===== src/rtl/code_sequencer_pkg.sv =====
// Shared definitions for the pulse-code transmit sequencer.
package code_sequencer_pkg;

  localparam int unsigned DEF_CODE_MAX_LEN = 64;
  localparam int unsigned DEF_CHIP_W       = 16;
  localparam int unsigned DEF_PRI_W        = 32;

  typedef enum logic [1:0] {
    IDLE = 2'd0,
    TX   = 2'd1,
    GAP  = 2'd2
  } tx_state_e;

endpackage


===== src/rtl/code_sequencer_chip_timer.sv =====
// Chip-length and pulse-period counters for code_sequencer.
module chip_timer
  import code_sequencer_pkg::*;
#(
  parameter int unsigned CHIP_W = DEF_CHIP_W,
  parameter int unsigned PRI_W  = DEF_PRI_W
) (
  input  logic              clk,
  input  logic              rst,
  input  logic              clear,
  input  logic              tx_en,
  input  logic [CHIP_W-1:0] chip_last,
  input  logic [PRI_W-1:0]  period_last,
  output logic              chip_end,
  output logic              period_end
);

  logic [CHIP_W-1:0] chip_cnt;
  logic [PRI_W-1:0]  period_cnt;

  // Chip counter: runs only while transmitting, wraps at the chip boundary.
  always_ff @(posedge clk) begin
    if (!rst || clear || !tx_en) begin
      chip_cnt <= '0;
    end else if (chip_cnt == chip_last) begin
      chip_cnt <= '0;
    end else begin
      chip_cnt <= chip_cnt + CHIP_W'(1);
    end
  end

  // Period counter: free-runs through TX and GAP, wraps only at the period end.
  always_ff @(posedge clk) begin
    if (!rst || clear) begin
      period_cnt <= '0;
    end else if (period_cnt == period_last) begin
      period_cnt <= '0;
    end else begin
      period_cnt <= period_cnt + PRI_W'(1);
    end
  end

  assign chip_end   = tx_en && (chip_cnt == chip_last);
  assign period_end = !clear && (period_cnt == period_last);

endmodule


===== src/rtl/code_sequencer.sv =====
// Phase-code pulse burst sequencer: emits a latched chip code as a train of
// pulses with a programmable chip length and pulse repetition interval.
module code_sequencer
  import code_sequencer_pkg::*;
#(
  parameter int unsigned CODE_MAX_LEN = DEF_CODE_MAX_LEN,
  parameter int unsigned CHIP_W       = DEF_CHIP_W,
  parameter int unsigned PRI_W        = DEF_PRI_W
) (
  input  logic                            clk,
  input  logic                            rst,
  input  logic                            start,
  input  logic                            stop,
  input  logic [CODE_MAX_LEN-1:0]         cfg_code,
  input  logic [$clog2(CODE_MAX_LEN):0]   cfg_code_len,
  input  logic [CHIP_W-1:0]               cfg_chip_len,
  input  logic [PRI_W-1:0]                cfg_pri,
  input  logic [15:0]                     cfg_num_pulses,
  output logic                            code,
  output logic                            sinc,
  output logic                            pulse_start,
  output logic                            busy,
  output logic                            done,
  output logic [15:0]                     pulse_count
);

  localparam int unsigned LEN_W = $clog2(CODE_MAX_LEN) + 1;
  localparam int unsigned IDX_W = (CODE_MAX_LEN > 1) ? $clog2(CODE_MAX_LEN) : 1;
  localparam int unsigned NL_W  = CHIP_W + LEN_W;
  localparam int unsigned P_W   = (PRI_W > NL_W) ? PRI_W : NL_W;

  tx_state_e               state;
  logic [CODE_MAX_LEN-1:0] code_q;
  logic [LEN_W-1:0]        len_q;
  logic [CHIP_W-1:0]       chip_q;
  logic [PRI_W-1:0]        pri_q;
  logic [15:0]             num_q;
  logic [IDX_W-1:0]        chip_idx;
  logic                    stop_pend;

  logic [LEN_W-1:0]  n_chips;
  logic [CHIP_W-1:0] chip_last;
  logic [NL_W-1:0]   tx_len;
  logic [P_W-1:0]    period;
  logic [PRI_W-1:0]  period_last;
  logic              last_chip;
  logic              last_pulse;
  logic [15:0]       pc_next;
  logic              chip_end;
  logic              period_end;

  // Derived timing from the latched configuration: clamped chip count,
  // chip length, and effective period (never shorter than the pulse itself).
  always_comb begin
    n_chips = len_q;
    if (len_q == '0) begin
      n_chips = LEN_W'(1);
    end else if (len_q > LEN_W'(CODE_MAX_LEN)) begin
      n_chips = LEN_W'(CODE_MAX_LEN);
    end
    chip_last   = (chip_q == '0) ? '0 : chip_q - CHIP_W'(1);
    tx_len      = NL_W'(n_chips) * (NL_W'(chip_last) + NL_W'(1));
    period      = (P_W'(pri_q) > P_W'(tx_len)) ? P_W'(pri_q) : P_W'(tx_len);
    period_last = PRI_W'(period - P_W'(1));
    last_chip   = (chip_idx == IDX_W'(n_chips - LEN_W'(1)));
    last_pulse  = (num_q != 16'd0) && (pulse_count == num_q);
    pc_next     = (&pulse_count) ? pulse_count : pulse_count + 16'd1;
  end

  chip_timer #(
    .CHIP_W (CHIP_W),
    .PRI_W  (PRI_W)
  ) u_chip_timer (
    .clk         (clk),
    .rst         (rst),
    .clear       (state == IDLE),
    .tx_en       (state == TX),
    .chip_last   (chip_last),
    .period_last (period_last),
    .chip_end    (chip_end),
    .period_end  (period_end)
  );

  // Burst FSM, configuration latch and strobes.
  // A pulse ends the burst at its last chip, so the final pulse has no trailing gap;
  // when the period equals the pulse length, period_end lands on the last chip
  // and the next pulse follows directly in TX.
  always_ff @(posedge clk) begin
    if (!rst) begin
      state       <= IDLE;
      code_q      <= '0;
      len_q       <= '0;
      chip_q      <= '0;
      pri_q       <= '0;
      num_q       <= '0;
      chip_idx    <= '0;
      stop_pend   <= 1'b0;
      pulse_start <= 1'b0;
      done        <= 1'b0;
      pulse_count <= '0;
    end else begin
      pulse_start <= 1'b0;
      done        <= 1'b0;
      case (state)
        IDLE: begin
          if (start) begin
            code_q      <= cfg_code;
            len_q       <= cfg_code_len;
            chip_q      <= cfg_chip_len;
            pri_q       <= cfg_pri;
            num_q       <= cfg_num_pulses;
            chip_idx    <= '0;
            stop_pend   <= 1'b0;
            pulse_count <= 16'd1;
            pulse_start <= 1'b1;
            state       <= TX;
          end
        end
        TX: begin
          if (stop) begin
            stop_pend <= 1'b1;
          end
          if (chip_end) begin
            if (last_chip) begin
              chip_idx <= '0;
              if (last_pulse || stop_pend || stop) begin
                state     <= IDLE;
                done      <= 1'b1;
                stop_pend <= 1'b0;
              end else if (period_end) begin
                pulse_start <= 1'b1;
                pulse_count <= pc_next;
              end else begin
                state <= GAP;
              end
            end else begin
              chip_idx <= chip_idx + IDX_W'(1);
            end
          end
        end
        GAP: begin
          if (stop) begin
            state <= IDLE;
            done  <= 1'b1;
          end else if (period_end) begin
            state       <= TX;
            pulse_start <= 1'b1;
            pulse_count <= pc_next;
          end
        end
        default: state <= IDLE;
      endcase
    end
  end

  assign code = (state == TX) ? code_q[chip_idx] : 1'b0;
  assign sinc = (state == TX);
  assign busy = (state != IDLE);

endmodule


===== config.mk =====
export PLATFORM = sky130hd
export DESIGN_NAME = code_sequencer
export DESIGN_NICKNAME = d
export VERILOG_FILES = /design/src/rtl/code_sequencer_pkg.sv /design/src/rtl/code_sequencer_chip_timer.sv /design/src/rtl/code_sequencer.sv
export SDC_FILE = /design/constraint.sdc
export NUM_CORES = 1
export LEC_CHECK = 0
export CAP_MARGIN = 15
export CORE_UTILIZATION = 38
export DETAILED_ROUTE_END_ITERATION = 16
export MAX_ROUTING_LAYER = met4
export RECOVER_POWER = 50
export SKIP_LAST_GASP = 1
export SYNTH_ARGS = -nofsm -noshare
export SYNTH_HDL_FRONTEND = slang
export SYNTH_SLANG_ARGS = --single-unit

===== constraint.sdc =====
create_clock -name clk -period 21.1 [get_ports clk]
set_clock_uncertainty 0.2 [all_clocks]
set_input_delay 4.22 -clock clk [delete_from_list [all_inputs] [get_ports clk]]
set_output_delay 4.22 -clock clk [all_outputs]
set_load 0.05 [all_outputs]

==> results of run 1 <==
[worst max path at each step]
stage / from / end / slack (ps)
after floorplan: chip_q[6] / pulse_count[1] / 8050
after global placement: chip_q[6] / u_chip_timer.period_cnt[17] / 6590
after detailed placement: chip_q[6] / u_chip_timer.period_cnt[16] / 5980
after CTS: chip_q[6] / u_chip_timer.period_cnt[16] / 5970
after global routing: chip_q[6] / pulse_count[2] / 5000
final: chip_q[6] / pulse_count[0] / 5960
[layout make-up]
type                       instances  area share
multi-input combinational       1675      0.5967
sequential                       210      0.2172
timing repair buffer             169     0.08596
clock buffer                      37     0.03787
tap                              585     0.03781
inverter                         111     0.02152
clock inverter                     6    0.002327
antenna                            5   0.0006463
[metrics by stage]
step	worst slack (ps)	instance area [µm²]
finish	5961	19360
CTS	5971	19340
detailed placement	5977	18560
floorplan	8047	16600
global placement	6590	18560
global route	5000	19360
[kinds of logic (layout without fill, tap and decap cells)]
kind of cell	Yosys count	count (layout)
compound gates	387	387
other cells	0	5
simple gates	936	936
flops	210	210
fa+ha+maj	148	148
xor+xnor	163	163
buf+inv	220	323
mux	41	41
[flip-flops by register name, summed over array words and instances, names as in the netlist]
signal / flops
done: 1
pulse_count: 16
len_q: 7
pri_q: 32
code_q: 64
state: 2
u_chip_timer.period_cnt: 32
chip_idx: 6
pulse_start: 1
chip_q: 16
stop_pend: 1
u_chip_timer.chip_cnt: 16
num_q: 16
[tightest hold or removal path, cell delays in order, from the launching register on]
cell and delay (ps):
dfxtp_1 300, nand2_1 50, a21boi_0 60
[placed cells by master, fill, tap and decap left out, types with 60 or more instances in the layout]
cell               n
a21oi_1           60
xor2_1            70
xnor2_1           92
dfxtp_1          210
nor2_1           230
nand2_1          391
inv_1            111
a21boi_0         138
clkdlybuf4s50_1  156
fa_1              73
ha_1              75
[routing by layer]
metal  up-vias  part of all wire  track usage
li1       7407                 -            -
met1      7166              0.47       0.2941
met2       441              0.45       0.3431
met3        60             0.070      0.03999
met4         0             0.016      0.04673
met5         -                 0            -
[report_power, final]
group | total, mW | switching [mW] | leakage [nW] | internal [mW]
combinational | 1.50 | 0.955 | 5.31 | 0.548
clock | 0.411 | 0.170 | 0.370 | 0.240
sequential | 0.496 | 0.0541 | 1.71 | 0.442
total | 2.41 | 1.18 | 7.40 | 1.23
==> reports/qor.csv, run 1 <==
stage;metric;value;unit
clock_network;CTS Hold Buffers Added;0;
floorplan;Die X;211.0;µm
timing;Period minus WS final;15140;ps
setup_path;worst path required time;21330;ps
logic_synthesis;Yosys warnings;0;
logic_synthesis;Mapped Nets;2392;
logic_synthesis;post-synthesis compound-gate area fraction;0.1634;
clock_network;CTS tree;yes;
timing;Slew headroom;-1.292;
timing;# setup viols final;0;
layout;layout cell share with drive strength beyond 1;0.04529;
global_routing;vias in the first global route;14650;
floorplan;Die Y;211.0;µm
logic_synthesis;post-synth top area share;0.2533;
hold_path;Worst Min Path Start;code_q[1];
timing;Hold Vio Cnt, Final;0;
logic_synthesis;Simple-Gate Fraction of Synth Area;0.2593;
floorplan;full die area;44520;µm²
logic_synthesis;post-synthesis xor/xnor area fraction;0.08685;
global_routing;GR Overflow Total;0;
timing;Setup TNS Final;0;ps
setup_path;slowest stage delay, CP;880;ps
floorplan;# rows;76;
detailed_routing;DRC;0;
layout;Layout Utilization;0.4494;
power_and_ir_drop;LEAKAGE;7.399;nW
setup_path;worst r2r dst;pulse_count[0];
clock_network;post-cts resize count;0;
layout;area of the multi-input gates;11550;µm²
detailed_routing;DR vias/cell;5.387;
place;I/O Buffers;159;
setup_path;reg2reg path depth;44;
timing;worst slew pin tran;3438;ps
clock_network;total CTS buffers;26;
logic_synthesis;mux contribution to synthesized area;0.04078;
detailed_routing;DR vias;15070;
global_routing;largest net degree at the start of global routing;103;
hold_path;HP Class;flip-flop to flip-flop;
floorplan;Initial Util;0.3853;
setup_path;Reg2Reg Setup Slack;5960;ps
run;Max Cap Violations;2;
place;Placed Cells incl. Taps;2749;
layout;Register Area;4204;µm²
global_routing;initial antenna violation count;5;
global_routing;first-pass GRT wire length;76640;µm
setup_path;FF-to-FF Start;chip_q[6];
logic_synthesis;post-synthesis register bit count;210;
clock_network;clk slew on worst S/H paths;60;ps
layout;synthesis-to-finish area growth;16.65;%
hold_path;Worst Hold Depth;2;
logic_synthesis;Mapped Cells;2105;
clock_network;Bufs on Longest Clock Path;3;
logic_synthesis;most instantiated library cell after synthesis;nand2_1;
timing;Max Fclk;66.05;MHz
logic_synthesis;Synth top cells by count;nand2_1, nor2_1, dfxtp_1;
logic_synthesis;ys flop type;dfxtp_1;
floorplan;# IOs;160;
logic_synthesis;adder-cell share of the synthesized area;0.1446;
outcome;violated checks;max-capacitance violations, max-slew violations;
layout;post-layout net count;2480;
setup_path;Largest delay share family, worst path;simple AND/OR/NAND/NOR gates;
place;HPWL after detailed placement;36120;µm
global_routing;GRT Util Overall;0.2192;
hold_path;Hold Path Sink;code_q[1];
setup_path;CP Capture Type;flip-flop;
detailed_routing;drt total wl;47090;µm
outcome;status;complete, but fails checks;
layout;Final Non-Filler Cells;2798;
logic_synthesis;count of cell types in the netlist;86;
clock_network;CTS HTree Levels;1;
setup_path;Crit-path slowest cell;o311ai_0;
logic_synthesis;largest family of logic cells by synthesized area;simple AND/OR/NAND/NOR gates;
timing;Tcrit/Tclk final;0.7175;
setup_path;Crit Path Category;flip-flop to flip-flop;
timing;fin. max-slew vios;155;
logic_synthesis;Cell Area, Synth;16600;µm²
detailed_routing;DRC marker count from the first detailed-route iteration;988;
power_and_ir_drop;overall power;2.409;mW
setup_path;Arr. time, crit path;15370;ps
logic_synthesis;dominant cell type by area after synthesis;dfxtp_1;
clock_network;Worst-Skew Late Latency;550;ps
layout;fill cell total of the finished layout;4329;
floorplan;core box area;43080;µm²
timing;RSZ-0062 raised after global routing;no;
logic_synthesis;post-synthesis sequential area ratio;0.2533;
logic_synthesis;Area contributors post-synth;dfxtp_1, nand2_1, fa_1;
power_and_ir_drop;pwr/cell area;124.4;nW/µm²
power_and_ir_drop;Max VDD drop;0.06005;mV
detailed_routing;post-route ant nets;0;
setup_path;startpoint type of the worst setup path;flip-flop;
place;Final Wtd Congestion;0.9204;
logic_synthesis;Avg Synthesized Cell Area;7.885;µm²
clock_network;TritonCTS sink count;210;
clock_network;Post-CTS Repair Setup Buffers;0;
detailed_routing;drt pass-1 iters;5;
timing;final hold slack;264.5;ps
clock_network;clock tree root buffer cell;clkbuf_16;
setup_path;CP max FO;32;
logic_synthesis;async set-or-reset flop fraction in the synthesized netlist;0;
detailed_routing;wire per inst;16.83;µm
setup_path;CP bufs+invs;3;
setup_path;CP Depth;44;
logic_synthesis;number of synthesized flops with an enable pin;0;
No activity file was read; power rests on OpenSTA's default activity.
==> inputs of run 2 (changes only) <==
clock period = 13.6 ns   (was 21.1 ns; I/O delays follow)
==> reports/qor.csv, run 2 (synthesis results as in run 1) <==
stage;metric;value;unit
floorplan;Die Y;211.0;µm
power_and_ir_drop;pwr/cell area;195.9;nW/µm²
global_routing;GRT Util Overall;0.2212;
clock_network;TritonCTS sink count;210;
detailed_routing;post-route ant nets;0;
detailed_routing;DRC;0;
outcome;violated checks;max-capacitance violations, max-slew violations;
layout;layout cell share with drive strength beyond 1;0.06329;
timing;# setup viols final;0;
setup_path;worst path required time;13870;ps
floorplan;Initial Util;0.3853;
setup_path;CP Capture Type;flip-flop;
timing;fin. max-slew vios;138;
outcome;status;complete, but fails checks;
clock_network;clock tree root buffer cell;clkbuf_16;
setup_path;slowest stage delay, CP;650;ps
floorplan;# rows;76;
timing;Tcrit/Tclk final;0.9438;
place;I/O Buffers;159;
timing;final hold slack;264.2;ps
place;Final Wtd Congestion;0.9502;
floorplan;# IOs;160;
detailed_routing;drt pass-1 iters;5;
floorplan;Die X;211.0;µm
global_routing;vias in the first global route;14790;
place;Placed Cells incl. Taps;2763;
detailed_routing;DR vias/cell;5.386;
clock_network;clk slew on worst S/H paths;60;ps
clock_network;Bufs on Longest Clock Path;3;
power_and_ir_drop;LEAKAGE;7.599;nW
timing;Period minus WS final;12840;ps
detailed_routing;drt total wl;47560;µm
clock_network;total CTS buffers;25;
global_routing;first-pass GRT wire length;77140;µm
clock_network;CTS HTree Levels;1;
layout;Largest Register;code_q;
setup_path;startpoint type of the worst setup path;flip-flop;
floorplan;core box area;43080;µm²
hold_path;HP Class;flip-flop to flip-flop;
timing;Max Fclk;77.91;MHz
timing;Hold Vio Cnt, Final;0;
run;Max Cap Violations;2;
setup_path;CP max FO;22;
layout;post-layout net count;2499;
clock_network;CTS tree;yes;
place;Placed Area;18670;µm²
timing;Setup TNS Final;0;ps
layout;Regs by FF count;code_q x64, pri_q x32, u_chip_timer.period_cnt x32;
layout;max reg flops;64;
global_routing;GR Overflow Total;0;
timing;worst slew pin tran;4044;ps
power_and_ir_drop;overall power;3.837;mW
layout;commonest non-fill, non-tap cell in the layout;nand2_1;
power_and_ir_drop;Max VDD drop;0.1265;mV
global_routing;initial antenna violation count;4;
setup_path;Crit-path slowest cell;or4_1;
detailed_routing;DRC marker count from the first detailed-route iteration;1168;
detailed_routing;DR vias;15180;
layout;final instance area;19590;µm²
layout;synthesis-to-finish area growth;18.04;%
detailed_routing;wire per inst;16.88;µm
global_routing;largest net degree at the start of global routing;102;
setup_path;Crit Path Category;flip-flop to flip-flop;
timing;Slew headroom;-1.696;
setup_path;Arr. time, crit path;13100;ps
floorplan;full die area;44520;µm²
place;HPWL after detailed placement;36520;µm
layout;most frequent cells in the layout;nand2_1, nor2_1, dfxtp_1, a21boi_0, clkdlybuf4s50_1;
clock_network;Worst-Skew Late Latency;540;ps
layout;Final Non-Filler Cells;2818;
-- run 2: final cells by class --
class	count	area [µm²]
flip-flops and latches	210	4204
inverters	111	416.7
clock inverters	9	48.80
clock buffers	34	699.4
fillers	4215	23490
repair buffers	189	1807
well taps	585	732.0
diodes	5	12.51
multi-input cells	1675	11670
-- run 2: critical path, delay by kind of cell, from the launching register on --
kind / cells / cell delay [ps]
buffers and inverters: 6 / 800
AO/OA/AOI/OAI: 10 / 1890
XOR/XNOR: 2 / 520
AND/OR/NAND/NOR: 23 / 5660
adder cells (fa/ha/maj): 8 / 3300
flip-flops: 1 / 370
-- run 2: stage by stage --
step,util,setup slack [ps]
floorplan,-,547.3
global placement,0.4333,181.4
detailed placement,0.4333,-72.00
CTS,0.4512,87.73
global route,0.4547,-4.869
finish,0.4548,763.9
-- run 2: layer usage --
| metal | global-route usage | routed length (µm) | part of all wire |
|---|---|---|---|
| met1 | 0.2973 | 22160 | 0.47 |
| met2 | 0.3431 | 21220 | 0.45 |
| met3 | 0.03940 | 3223 | 0.068 |
| met4 | 0.05422 | 955 | 0.020 |
| met5 | - | 0 | 0 |
-- run 2: power by group --
part	internal [mW]	total [mW]	switching (mW)
Combinational	0.930	2.45	1.52
Sequential	0.685	0.769	0.0840
Clock	0.357	0.615	0.257
Total	1.97	3.84	1.86
-- run 2: final timing paths --
check                                from              to  slack (ps)  cells past startpoint
worst min register to register  code_q[1]       code_q[1]         260                      2
worst max-delay path            chip_q[6]  pulse_count[2]         760                     49
worst min-delay path            code_q[1]       code_q[1]         260                      2
worst max register to register  chip_q[6]  pulse_count[2]         760                     49
-- run 2: timing repair --
item / in CTS / in global routing
hold endpoints to repair: 0 / 0
gates resized for setup: 4 / 23
endpoints found under the setup margin: 13 / 51
hold buffers: 0 / 0
setup buffers: 0 / 7
pin swaps: 0 / 3
==> inputs of run 3 (changes only) <==
HOLD_SLACK_MARGIN = 0.05   (was not set)
REMOVE_ABC_BUFFERS = 1   (was not set)
==> reports/qor.csv, run 3 (synthesis results as in run 1) <==
stage;metric;value;unit
clock_network;clk slew on worst S/H paths;60;ps
setup_path;CP Capture Type;flip-flop;
place;Placed Cells incl. Taps;2767;
timing;Slew headroom;-2.178;
outcome;status;complete, but fails checks;
detailed_routing;DRC;0;
power_and_ir_drop;Max VDD drop;0.1069;mV
clock_network;clock tree root buffer cell;clkbuf_16;
layout;final instance area;19560;µm²
clock_network;Bufs on Longest Clock Path;3;
detailed_routing;DR vias/cell;5.381;
floorplan;Die Y;211.0;µm
detailed_routing;drt pass-1 iters;5;
setup_path;CP max FO;22;
setup_path;Largest delay share family, worst path;simple AND/OR/NAND/NOR gates;
timing;fin. max-slew vios;112;
timing;Hold Vio Cnt, Final;0;
layout;Layout Utilization;0.4541;
power_and_ir_drop;overall power;3.772;mW
floorplan;# rows;76;
clock_network;CTS HTree Levels;1;
run;Max Cap Violations;1;
detailed_routing;wire per inst;16.61;µm
outcome;violated checks;max-capacitance violations, max-slew violations;
clock_network;CTS Hold Buffers Added;0;
timing;Period minus WS final;12880;ps
timing;Setup TNS Final;0;ps
place;DP Worst Slack;177.3;ps
timing;worst slew pin tran;4767;ps
detailed_routing;drt total wl;46710;µm
hold_path;HP Class;flip-flop to flip-flop;
layout;most frequent cells in the layout;nand2_1, nor2_1, dfxtp_1, clkdlybuf4s50_1, a21boi_0;
global_routing;first-pass GRT wire length;76910;µm
global_routing;largest net degree at the start of global routing;112;
global_routing;vias in the first global route;14870;
power_and_ir_drop;pwr/cell area;192.8;nW/µm²
clock_network;Worst-Skew Late Latency;530;ps
layout;Largest Register;code_q;
power_and_ir_drop;LEAKAGE;7.581;nW
place;I/O Buffers;159;
layout;Final Non-Filler Cells;2813;
layout;fill cell total of the finished layout;4285;
timing;Tcrit/Tclk final;0.9472;
clock_network;CTS tree;yes;
place;Placed Area;18700;µm²
place;HPWL after detailed placement;36090;µm
timing;Max Fclk;77.63;MHz
floorplan;# IOs;160;
floorplan;Initial Util;0.3853;
setup_path;critical path's most frequent cell;buf_4;
detailed_routing;DRC marker count from the first detailed-route iteration;935;
layout;synthesis-to-finish area growth;17.87;%
layout;post-layout net count;2497;
global_routing;GRT Util Overall;0.2178;
setup_path;worst path required time;13850;ps
layout;layout cell share with drive strength beyond 1;0.06160;
timing;# setup viols final;0;
timing;final hold slack;262.0;ps
setup_path;Crit-path slowest cell;or4_1;
floorplan;Die X;211.0;µm
setup_path;startpoint type of the worst setup path;flip-flop;
timing;Worst Slack Setup Final;717.9;ps
setup_path;slowest stage delay, CP;620;ps
floorplan;core box area;43080;µm²
place;Final Wtd Congestion;0.9441;
detailed_routing;DR vias;15140;
clock_network;TritonCTS sink count;210;
floorplan;full die area;44520;µm²
setup_path;Arr. time, crit path;13130;ps
global_routing;initial antenna violation count;4;
global_routing;GR Overflow Total;0;
layout;Regs by FF count;code_q x64, pri_q x32, u_chip_timer.period_cnt x32;
clock_network;total CTS buffers;25;
layout;commonest non-fill, non-tap cell in the layout;nand2_1;
setup_path;Crit Path Category;flip-flop to flip-flop;
layout;max reg flops;64;
detailed_routing;post-route ant nets;0;
setup_path;CP bufs+invs;7;
run 3: worst register-to-register path: cells and delay by family, from the launching register on:
kind	cells	cell delay (ps)
adder cells (fa/ha/maj)	8	3170
XOR/XNOR	1	160
AO/OA/AOI/OAI	10	1980
flip-flops	1	370
AND/OR/NAND/NOR	21	5640
buffers and inverters	7	1090
multiplexers	1	210
run 3: timing repair:
| item | in CTS | in global routing |
|---|---|---|
| setup endpoints to repair | 0 | 51 |
| gates resized for setup | 0 | 26 |
| buffers inserted | 0 | 1 |
run 3: power by group:
part           switching, mW  internal, mW  total, mW
registers             0.0806         0.685      0.766
clock network          0.259         0.378      0.637
logic                   1.46         0.905       2.37
total                   1.80          1.97       3.77
run 3: layout make-up:
class / instances / area (µm²) / area share
inverters: 111 / 416.7 / 0.02130
multi-input cells: 1675 / 11650 / 0.5954
clock inverters: 9 / 98.84 / 0.005053
diodes: 4 / 10.01 / 0.0005117
well taps: 585 / 732.0 / 0.03742
repair buffers: 187 / 1792 / 0.09159
clock buffers: 32 / 661.9 / 0.03383
flip-flops and latches: 210 / 4204 / 0.2149
run 3: routing by layer:
layer	share of wire	track usage
met4	0.019	0.04773
met3	0.054	0.03033
met2	0.46	0.3477
met1	0.47	0.2923
met5	0	-
run 3: final timing paths:
path / startpoint / to / slack [ps] / cells after the start
worst min register to register: code_q[50] / code_q[50] / 260 / 2
worst max-delay path: chip_q[6] / pulse_count[2] / 720 / 48
worst min-delay path: code_q[50] / code_q[50] / 260 / 2
worst max register to register: chip_q[6] / pulse_count[2] / 720 / 48
